### src/rtl/ring_stats_collector.sv
// End-of-run statistics for the ring NoC: serially sums per-node counters, waits for full
// delivery or timeout, then divides total latency by total received. Option: RING_STATS_MINMAX_EN.
module ring_stats_collector #(
    parameter int NUM_NODES            = 8,
    parameter int CNT_W                = 64,
    parameter int NUM_PACKETS_PER_NODE = 20,
    parameter int TIMEOUT_CYCLES       = 65535
) (
    input  logic                       clk,
    input  logic                       rst_n,
    input  logic                       start,
    input  logic [NUM_NODES*CNT_W-1:0] sent_flat,
    input  logic [NUM_NODES*CNT_W-1:0] recv_flat,
    input  logic [NUM_NODES*CNT_W-1:0] lat_flat,
    output logic                       busy,
    output logic                       done,
    output logic                       timeout,
    output logic [CNT_W-1:0]           sum_sent,
    output logic [CNT_W-1:0]           sum_recv,
    output logic [CNT_W-1:0]           sum_lat,
    output logic [CNT_W-1:0]           avg_lat,
    output logic [CNT_W-1:0]           drop_cnt
`ifdef RING_STATS_MINMAX_EN
    ,
    output logic [CNT_W-1:0]           min_recv,
    output logic [$clog2(NUM_NODES)-1:0] min_recv_node
`endif
);

    localparam int IDX_W = $clog2(NUM_NODES);
    localparam int DC_W  = $clog2(CNT_W + 1);
    localparam logic [IDX_W-1:0] LAST_IDX    = IDX_W'(NUM_NODES - 1);
    localparam logic [CNT_W-1:0] EXPECTED    = CNT_W'(NUM_NODES * NUM_PACKETS_PER_NODE);
    localparam logic [CNT_W-1:0] TIMEOUT_LIM = CNT_W'(TIMEOUT_CYCLES);
    localparam logic [DC_W-1:0]  DIV_STEPS   = DC_W'(CNT_W);

    typedef enum logic [1:0] {IDLE, SCAN, DIVIDE, DONE} state_t;

    state_t           state;
    logic [IDX_W-1:0] idx;
    logic [CNT_W-1:0] acc_sent, acc_recv, acc_lat;
    logic [CNT_W-1:0] timer;
    logic [CNT_W-1:0] quo, rem;
    logic [DC_W-1:0]  div_cnt;

    logic [CNT_W-1:0] sel_sent, sel_recv, sel_lat;
    logic [CNT_W-1:0] nxt_sent, nxt_recv, nxt_lat;
    logic             scan_last, recv_met, timed_out;
    logic [CNT_W-1:0] rem_shift, rem_next;
    logic             rem_ge;

    always_comb begin
        sel_sent  = sent_flat[idx*CNT_W +: CNT_W];
        sel_recv  = recv_flat[idx*CNT_W +: CNT_W];
        sel_lat   = lat_flat[idx*CNT_W +: CNT_W];
        nxt_sent  = acc_sent + sel_sent;
        nxt_recv  = acc_recv + sel_recv;
        nxt_lat   = acc_lat + sel_lat;
        scan_last = (idx == LAST_IDX);
        recv_met  = (nxt_recv >= EXPECTED);
        timed_out = (timer >= TIMEOUT_LIM);
    end

    // The shifted remainder is CNT_W+1 bits wide; its top bit is rem[CNT_W-1], and when set
    // the trial subtraction always succeeds, with the true difference fitting in CNT_W bits.
    always_comb begin
        rem_shift = {rem[CNT_W-2:0], quo[CNT_W-1]};
        rem_ge    = rem[CNT_W-1] || (rem_shift >= sum_recv);
        rem_next  = rem_ge ? (rem_shift - sum_recv) : rem_shift;
    end

`ifdef RING_STATS_MINMAX_EN
    logic [CNT_W-1:0] min_acc;
    logic [IDX_W-1:0] min_acc_idx;
    logic             min_take;

    // Strict less-than keeps the earliest node on ties.
    always_comb begin
        min_take = (idx == '0) || (sel_recv < min_acc);
    end
`endif

    always_ff @(posedge clk or negedge rst_n) begin
        if (!rst_n) begin
            state    <= IDLE;
            idx      <= '0;
            acc_sent <= '0;
            acc_recv <= '0;
            acc_lat  <= '0;
            timer    <= '0;
            quo      <= '0;
            rem      <= '0;
            div_cnt  <= '0;
            busy     <= 1'b0;
            done     <= 1'b0;
            timeout  <= 1'b0;
            sum_sent <= '0;
            sum_recv <= '0;
            sum_lat  <= '0;
            avg_lat  <= '0;
            drop_cnt <= '0;
`ifdef RING_STATS_MINMAX_EN
            min_acc       <= '0;
            min_acc_idx   <= '0;
            min_recv      <= '0;
            min_recv_node <= '0;
`endif
        end else begin
            if ((state == SCAN || state == DIVIDE) && timer != '1) begin
                timer <= timer + 1'b1;
            end

            case (state)
                IDLE, DONE: begin
                    if (start) begin
                        state    <= SCAN;
                        busy     <= 1'b1;
                        done     <= 1'b0;
                        timeout  <= 1'b0;
                        timer    <= '0;
                        idx      <= '0;
                        acc_sent <= '0;
                        acc_recv <= '0;
                        acc_lat  <= '0;
                    end
                end

                SCAN: begin
                    if (!scan_last) begin
                        idx      <= idx + 1'b1;
                        acc_sent <= nxt_sent;
                        acc_recv <= nxt_recv;
                        acc_lat  <= nxt_lat;
`ifdef RING_STATS_MINMAX_EN
                        if (min_take) begin
                            min_acc     <= sel_recv;
                            min_acc_idx <= idx;
                        end
`endif
                    end else if (recv_met || timed_out) begin
                        state    <= DIVIDE;
                        timeout  <= !recv_met;
                        sum_sent <= nxt_sent;
                        sum_recv <= nxt_recv;
                        sum_lat  <= nxt_lat;
                        drop_cnt <= (nxt_sent >= nxt_recv) ? (nxt_sent - nxt_recv) : '0;
                        quo      <= nxt_lat;
                        rem      <= '0;
                        div_cnt  <= '0;
`ifdef RING_STATS_MINMAX_EN
                        min_recv      <= min_take ? sel_recv : min_acc;
                        min_recv_node <= min_take ? idx : min_acc_idx;
`endif
                    end else begin
                        // Incomplete delivery: restart the sweep straight away.
                        idx      <= '0;
                        acc_sent <= '0;
                        acc_recv <= '0;
                        acc_lat  <= '0;
                    end
                end

                DIVIDE: begin
                    if (div_cnt == DIV_STEPS) begin
                        state   <= DONE;
                        avg_lat <= (sum_recv == '0) ? '0 : quo;
                        done    <= 1'b1;
                        busy    <= 1'b0;
                    end else begin
                        rem     <= rem_next;
                        quo     <= {quo[CNT_W-2:0], rem_ge};
                        div_cnt <= div_cnt + 1'b1;
                    end
                end

                default: state <= IDLE;
            endcase
        end
    end

endmodule

### config.mk
export PLATFORM = sky130hd
export DESIGN_NAME = ring_stats_collector
export DESIGN_NICKNAME = d
export VERILOG_FILES = /design/src/rtl/ring_stats_collector.sv
export SDC_FILE = /design/constraint.sdc
export NUM_CORES = 2
export LEC_CHECK = 0
export CORE_AREA = 2 2 725 727
export DETAILED_ROUTE_END_ITERATION = 8
export DIE_AREA = 0 0 727 729
export GPL_TIMING_DRIVEN = 0
export HOLD_SLACK_MARGIN = 0.08
export PLACE_DENSITY = 0.33
export SYNTH_ARGS = -nofsm -noshare
export SYNTH_HDL_FRONTEND = slang
export SYNTH_SLANG_ARGS = --single-unit
### constraint.sdc
create_clock -name clk -period 8.3 [get_ports clk]
set_input_delay 0.83 -clock clk [delete_from_list [all_inputs] [get_ports clk]]
set_output_delay 0.83 -clock clk [all_outputs]
set_load 0.02 [all_outputs]
## After elaboration in Yosys (flattened, before gate mapping)

Index checks and enable logic that the tools add are counted.

- Logic and storage cells: 106
- Register bits after elaboration: 719
- Bits of input ports: 1,539

- Magnitude comparators: 4
- Multiplexer cells: 44
- Shifts and indexed selects: 3
- Reduce and logical (&&, ||, !) cells: 18
- Equal/unequal tests: 12
- $add $sub $neg: 8

Operators with widths:

| cell | count |
|---|---|
| $shiftx A512 B10 Y64 | 3 |
| $mux W64 | 17 |
| $pmux W64 S2 | 5 |
| $add A64 B64 Y64 | 3 |
| $ge A64 B64 Y1 | 2 |
| $sub A64 B64 Y64 | 2 |
| $add A64 B1 Y64 const B | 1 |
| $ge A64 B16 Y1 const B | 1 |
| $ge A64 B8 Y1 const B | 1 |
| $logic_not A64 Y1 | 1 |
| $ne A64 B64 Y1 const B | 1 |
| $mux W7 | 3 |
| $pmux W7 S2 | 1 |
| $reduce_and A4 Y1 | 3 |
| $mux W3 | 3 |
| $reduce_and A3 Y1 | 3 |
| $mux W2 | 4 |
| $add A7 B1 Y7 const B | 1 |
| $eq A7 B7 Y1 const B | 1 |
| $mux W1 | 6 |
| $ne A2 B2 Y1 const B | 3 |
| $pmux W1 S2 | 3 |
| $pmux W2 S3 | 1 |
| $pmux W3 S2 | 1 |
| other kinds (13) | 19 |

## Depth between registers and ports, before layout

- Depth after elaboration: 7
- Gate-level depth with buffers: 38

## Worst setup path after synthesis

OpenSTA, ideal clock, no wires.

- Path type: reg2reg
- From: register idx[0]
- To: register drop_cnt[10]
- Stages on the path, launching flop included: 39
- Clock period less this slack: 8,800 ps
- Arrival time: 8,734 ps
- Required time: 8,234 ps
- Slack: -500 ps
- Cells stage by stage: dfrtp_1 -> clkbuf_1 -> clkbuf_1 -> clkbuf_1 -> buf_1 -> mux4_2 -> nand2_1 -> nand2_1 -> ha_1 -> fa_1 -> a211oi_1 -> o21bai_1 -> a21o_1 -> nand3_1 -> nand2_1 -> a21oi_1 -> o221ai_1 -> a31o_2 -> [... 3 more ...] -> a21oi_1 -> xnor2_1 -> ha_1 -> and3_1 -> nand3_1 -> or2_2 -> nor2_1 -> and3_1 -> o21ai_0 -> o21ai_0 -> a31oi_1 -> o21bai_1 -> a211oi_1 -> o31ai_1 -> nand3_1 -> a21oi_1 -> clkbuf_1 -> a22o_1

RTL lines:

| item | line | RTL |
|---|---|---|
| start, declared | 40 | `logic [IDX_W-1:0] idx;` |
| start signal, assigned | 130 | `idx <= idx + 1'b1;` |
| $shiftx A512 B10 Y64 | 53 | `sel_sent = sent_flat[idx*CNT_W +: CNT_W];` |
| $add A64 B64 Y64 | 56 | `nxt_sent = acc_sent + sel_sent;` |
| net nxt_sent[22] | 47 | `logic [CNT_W-1:0] nxt_sent, nxt_recv, nxt_lat;` |
| $ge A64 B64 Y1 | 146 | `drop_cnt <= (nxt_sent >= nxt_recv) ? (nxt_sent - nxt_recv) : '0;` |
| $mux W64 | 146 |  |
| end signal, assigned | 146 |  |
| end, declared | 22 | `output logic [CNT_W-1:0] drop_cnt` |

The timed path passes the listed nets, and every way through them passes these cells.
A chain may end at the register's enable or synchronous reset.

## Worst setup path after layout

- From: register idx[0]
- To: register sum_sent[62]

- Word-level cells in the longest chain between the ends: 5

Ends and longest elaborated chain:

| item | line | RTL |
|---|---|---|
| $shiftx A512 B10 Y64 | 54 | `sel_recv = recv_flat[idx*CNT_W +: CNT_W];` |
| $add A64 B64 Y64 | 57 | `nxt_recv = acc_recv + sel_recv;` |
| $ge A64 B8 Y1 | 60 | `recv_met = (nxt_recv >= EXPECTED);` |
| $logic_or A1 B1 Y1 | 140 | `end else if (recv_met \|\| timed_out) begin` |
| $reduce_and A3 Y1 (no source line) | -- |  |
| end signal, assigned | 143 | `sum_sent <= nxt_sent;` |
| end, declared | 18 | `output logic [CNT_W-1:0] sum_sent,` |

Several ways; a longest one is shown, not always the timed one.

==> results by group <==
Status
  • Status: finished with violations
  • Violations in the final reports: max-capacitance violations, max-slew violations

Timing
  • Crit path time final: 8.08 ns
  • Achievable frequency: 0.124 GHz
  • Share of the clock period used by the worst path after layout: 97.3%
  • PnR worst setup slack: roughly 0.22 ns
  • Count of final hold-check violations: 0
  • Number of failing setup endpoints in the final timing report: 0
  • Measured slew at the worst slew-check pin: 1.47 ns
  • Setup Skew: around 0.056 ns
  • Max-slew headroom at the worst pin: -0.378%
  • Total count of max-transition violations in the final report: 1

Route
  • Antenna Nets Post-Route: 0
  • DRT iter0 DRCs: roughly 3,500
  • Per-cell via count in the routed design: 3.88
  • Number of optimization iterations in the first detailed-route pass: 5
  • Post-detailed-routing wire length: 509,000 µm
  • Remaining design rule violation count: 0
  • Routed vias: ~60,000
  • Avg WL per Cell: 33.5 µm

Logic synthesis
  • Main combinational cell family by area after synthesis: compound AO/OA/AOI/OAI gates
  • Simple logic cell fraction of the synthesized area: 13.5%
  • Commonest register cell after synthesis: sky130_fd_sc_hd__dfrtp_1
  • Ys async rst share: 100%
  • Synth Register Bits: 719
  • Top cells by area, synth: sky130_fd_sc_hd__dfrtp_1 (31%), sky130_fd_sc_hd__mux4_2 (15%), sky130_fd_sc_hd__ha_1 (7.1%)
  • Share of synthesized area spent on multiplexers: 18.5%
  • Adder and majority cell fraction of the synthesized area: approximately 7.2%
  • Post-Syn Nets: 7,839
  • Sequential-to-total area share from yosys stat: 31.3%
  • Number of warnings reported in the yosys synthesis log: 0
  • Total standard cell area after synthesis: ~0.057 mm²
  • Synthesized area per cell: 9.63 µm²
  • Share of the synthesized area in compound gates (AO/OA/AOI/OAI): 20.2%
  • Fraction of synthesized cell area in xor and xnor cells: 5.20%
  • Cell with the most instances after synthesis: sky130_fd_sc_hd__nand2_1
  • Number of instances in the synthesized netlist: slightly below 6,000
  • Cell type contributing the most total cell area after synthesis: sky130_fd_sc_hd__dfrtp_1
  • Top cell types by occurrence after synthesis: sky130_fd_sc_hd__nand2_1 (924), sky130_fd_sc_hd__dfrtp_1 (719), sky130_fd_sc_hd__mux4_2 (384)
  • Count of unique library cells instantiated by Yosys: 87
  • Fraction of post-synthesis cell area in the top cell type by area: between 30 and 40%
  • Number of synthesized flops with an enable pin: 0

Clock network
  • Inserted Clock Buffers: 106
  • Maximum clock insertion buffer count: 4
  • Root Driver: sky130_fd_sc_hd__clkbuf_16
  • Source-to-sink clock delay at the later pin of the worst-skew pair: ~0.86 ns
  • Clock sink count: 719
  • # H-tree levels: 3
  • Clk pin slew, worst setup/hold paths: 0.06 ns
  • Clock tree from TritonCTS: built

GRT
  • Via count of the first global-routing pass: 61,900
  • Overall track demand over capacity in global routing: 18.6%
  • Antenna violations before repair: 191
  • Remaining Overflow, GRT: 0
  • Largest net degree at the start of global routing: 102
  • Global-route wire length before repair: 650,000 µm

Finish
  • Filler Cell Count: around 60,000
  • Finished layout cell area: 0.0929 mm²
  • Multi-input gate area: 0.0390 mm²
  • Share of layout cells above drive strength 1: 14.8%
  • FF+latch area: 0.0180 mm²
  • Area Growth Syn to Fin: 61.6%
  • Final-stage net count: between 9,000 and 10,000

Pwr
  • Max VDD drop: 0.276 mV
  • Leakage Power: 0.0371 µW
  • Power per standard cell area: 391 mW/mm²

Critical path
  • R2R Path Start: idx[0]$_DFFE_PN0P_
  • Startpoint kind of the worst setup timing path: flip-flop
  • Worst Path Max Fanout: 12
  • Data arrival, critical path: between 8 and 9 ns
  • Cell at the slowest stage of the critical path: sky130_fd_sc_hd__mux4_2
  • Data required time at the worst endpoint: 9.04 ns
  • Crit path from: idx[0]$_DFFE_PN0P_
  • Setup CP Type: reg -> reg
  • Maximum single-stage delay on the critical path: 0.64 ns
  • Worst setup EP type: flip-flop

Floorplanning
  • Count of standard-cell rows: 266
  • Die area: 0.530 mm²
  • Starting density of the core: 11.0%
  • Width of the die: 727 µm
  • Die Span Y: 729 µm
  • Number of top-level pins: 1,862
  • Core Footprint: 0.523 mm²

Place
  • Final weighted congestion in routability-driven placement: 0.897
  • Number of buffers inserted by port buffering: 1,861
  • Placed wire-length estimate after detailed placement: 444,000 µm
  • Post-placement cell area: 0.0858 mm²
  • Worst setup timing slack at the placement stage: -4.89 ns

Min path
  • Path class of the lowest-slack min-delay path: reg -> reg
  • Startpoint of the most critical hold path: sum_lat[12]$_DFFE_PN0P_

Job
  • Max-cap violations: 1
==> worst paths after layout <==
check / slack (ns) / endpoint / cells after the start
hold / removal: 0.49 / sum_lat[12]$_DFFE_PN0P_ / 2
setup / recovery: 0.22 / sum_sent[62]$_DFFE_PN0P_ / 26
max in group asynchronous: 5.83 / acc_sent[56]$_DFFE_PN0P_ / 5
setup reg to reg: 0.22 / sum_sent[62]$_DFFE_PN0P_ / 26
hold reg to reg: 0.49 / sum_lat[12]$_DFFE_PN0P_ / 2
min in group asynchronous: 0.55 / avg_lat[18]$_DFFE_PN0P_ / 2
==> worst max-delay path: cells and delay by family (launching register included) <==
kind | cells | cell delay (ns)
compound gates | 6 | 1.57
xor+xnor | 1 | 0.21
fa+ha+maj | 1 | 0.49
buf+inv | 9 | 1.93
flops | 1 | 0.40
mux | 2 | 1.00
simple gates | 7 | 2.16
==> state kept, by name, indices dropped and copies added, names as in the netlist, 2 cells and up <==
name,flops
quo,64
acc_recv,64
sum_recv,64
drop_cnt,64
state,2
sum_lat,64
avg_lat,64
div_cnt,7
acc_lat,64
acc_sent,64
rem,64
idx,3
sum_sent,64
timer,64
==> kinds of logic (layout without fill, tap and decap cells) <==
logic type,count (synthesis),in the layout
AND/OR/NAND/NOR,1745,1745
AO/OA/AOI/OAI,1682,1682
flip-flops,719,719
buffers and inverters,585,2748
multiplexers,568,568
XOR/XNOR,341,341
adder cells (fa/ha/maj),330,330
other,0,97
==> metal layers <==
metal,wire [µm],vias up,global-route usage [%]
met5,407,-,0.0998
met4,22900,52,7.67
met3,27600,569,3.97
met2,265000,1941,34.4
met1,192000,29800,20.4
li1,-,26700,-
==> power by group <==
group	total (µW)	switching, µW	internal (µW)
registers	5010	728	4280
clock network	4900	2020	2890
logic	26400	16500	9920
==> cell type report <==
class,count,share of cell area [%]
clock inverter,46,0.645
tap,6968,9.38
multi-input combinational,4666,41.9
buffer,353,2.34
timing repair buffer,2004,22.0
sequential,719,19.4
clock buffer,145,3.25
antenna,97,0.261
inverter,200,0.824
==> stage by stage <==
| stage | cells | power (µW) | util [%] | setup TNS [ns] | hold WS, ns |
|---|---|---|---|---|---|
| floorplan | 5970 | 18800 | - | 0 | 0.462 |
| global placement | 14800 | 29900 | 16.2 | - | 0.467 |
| detailed placement | 14800 | 30000 | 16.4 | -2340.35 | 0.480 |
| CTS | 15100 | 36900 | 17.7 | -0.00937 | 0.467 |
| global route | 15200 | 38800 | 17.8 | -0.0581 | 0.500 |
| finish | 15200 | 36300 | 17.8 | 0 | 0.486 |
==> placed cells by master, fill, tap and decap left out, types with 116 or more instances in the layout <==
cell                              synthesis  layout
sky130_fd_sc_hd__a21o_1                 222     222
sky130_fd_sc_hd__a21oi_1                349     323
sky130_fd_sc_hd__a22o_1                 277     277
sky130_fd_sc_hd__buf_4                   16     116
sky130_fd_sc_hd__clkbuf_1               263     191
sky130_fd_sc_hd__clkbuf_16                0     119
sky130_fd_sc_hd__clkdlybuf4s50_1          0    1860
sky130_fd_sc_hd__dfrtp_1                719     719
sky130_fd_sc_hd__ha_1                   325     289
sky130_fd_sc_hd__inv_1                  200     189
sky130_fd_sc_hd__mux4_2                 384     384
sky130_fd_sc_hd__nand2_1                924     900
sky130_fd_sc_hd__nor2_1                 293     287
sky130_fd_sc_hd__o21ai_0                351     341
sky130_fd_sc_hd__xnor2_1                199     161
sky130_fd_sc_hd__xor2_1                 142     122
==> what timing repair did <==
action	in CTS	in global routing
cloned	4	0
setup buffers	83	19
hold buffers	1	0
setup endpoints to repair	589	470
hold endpoints to repair	22	0
pin swaps	56	36
gates resized for setup	522	60
No activity file was read; power rests on OpenSTA's default activity.
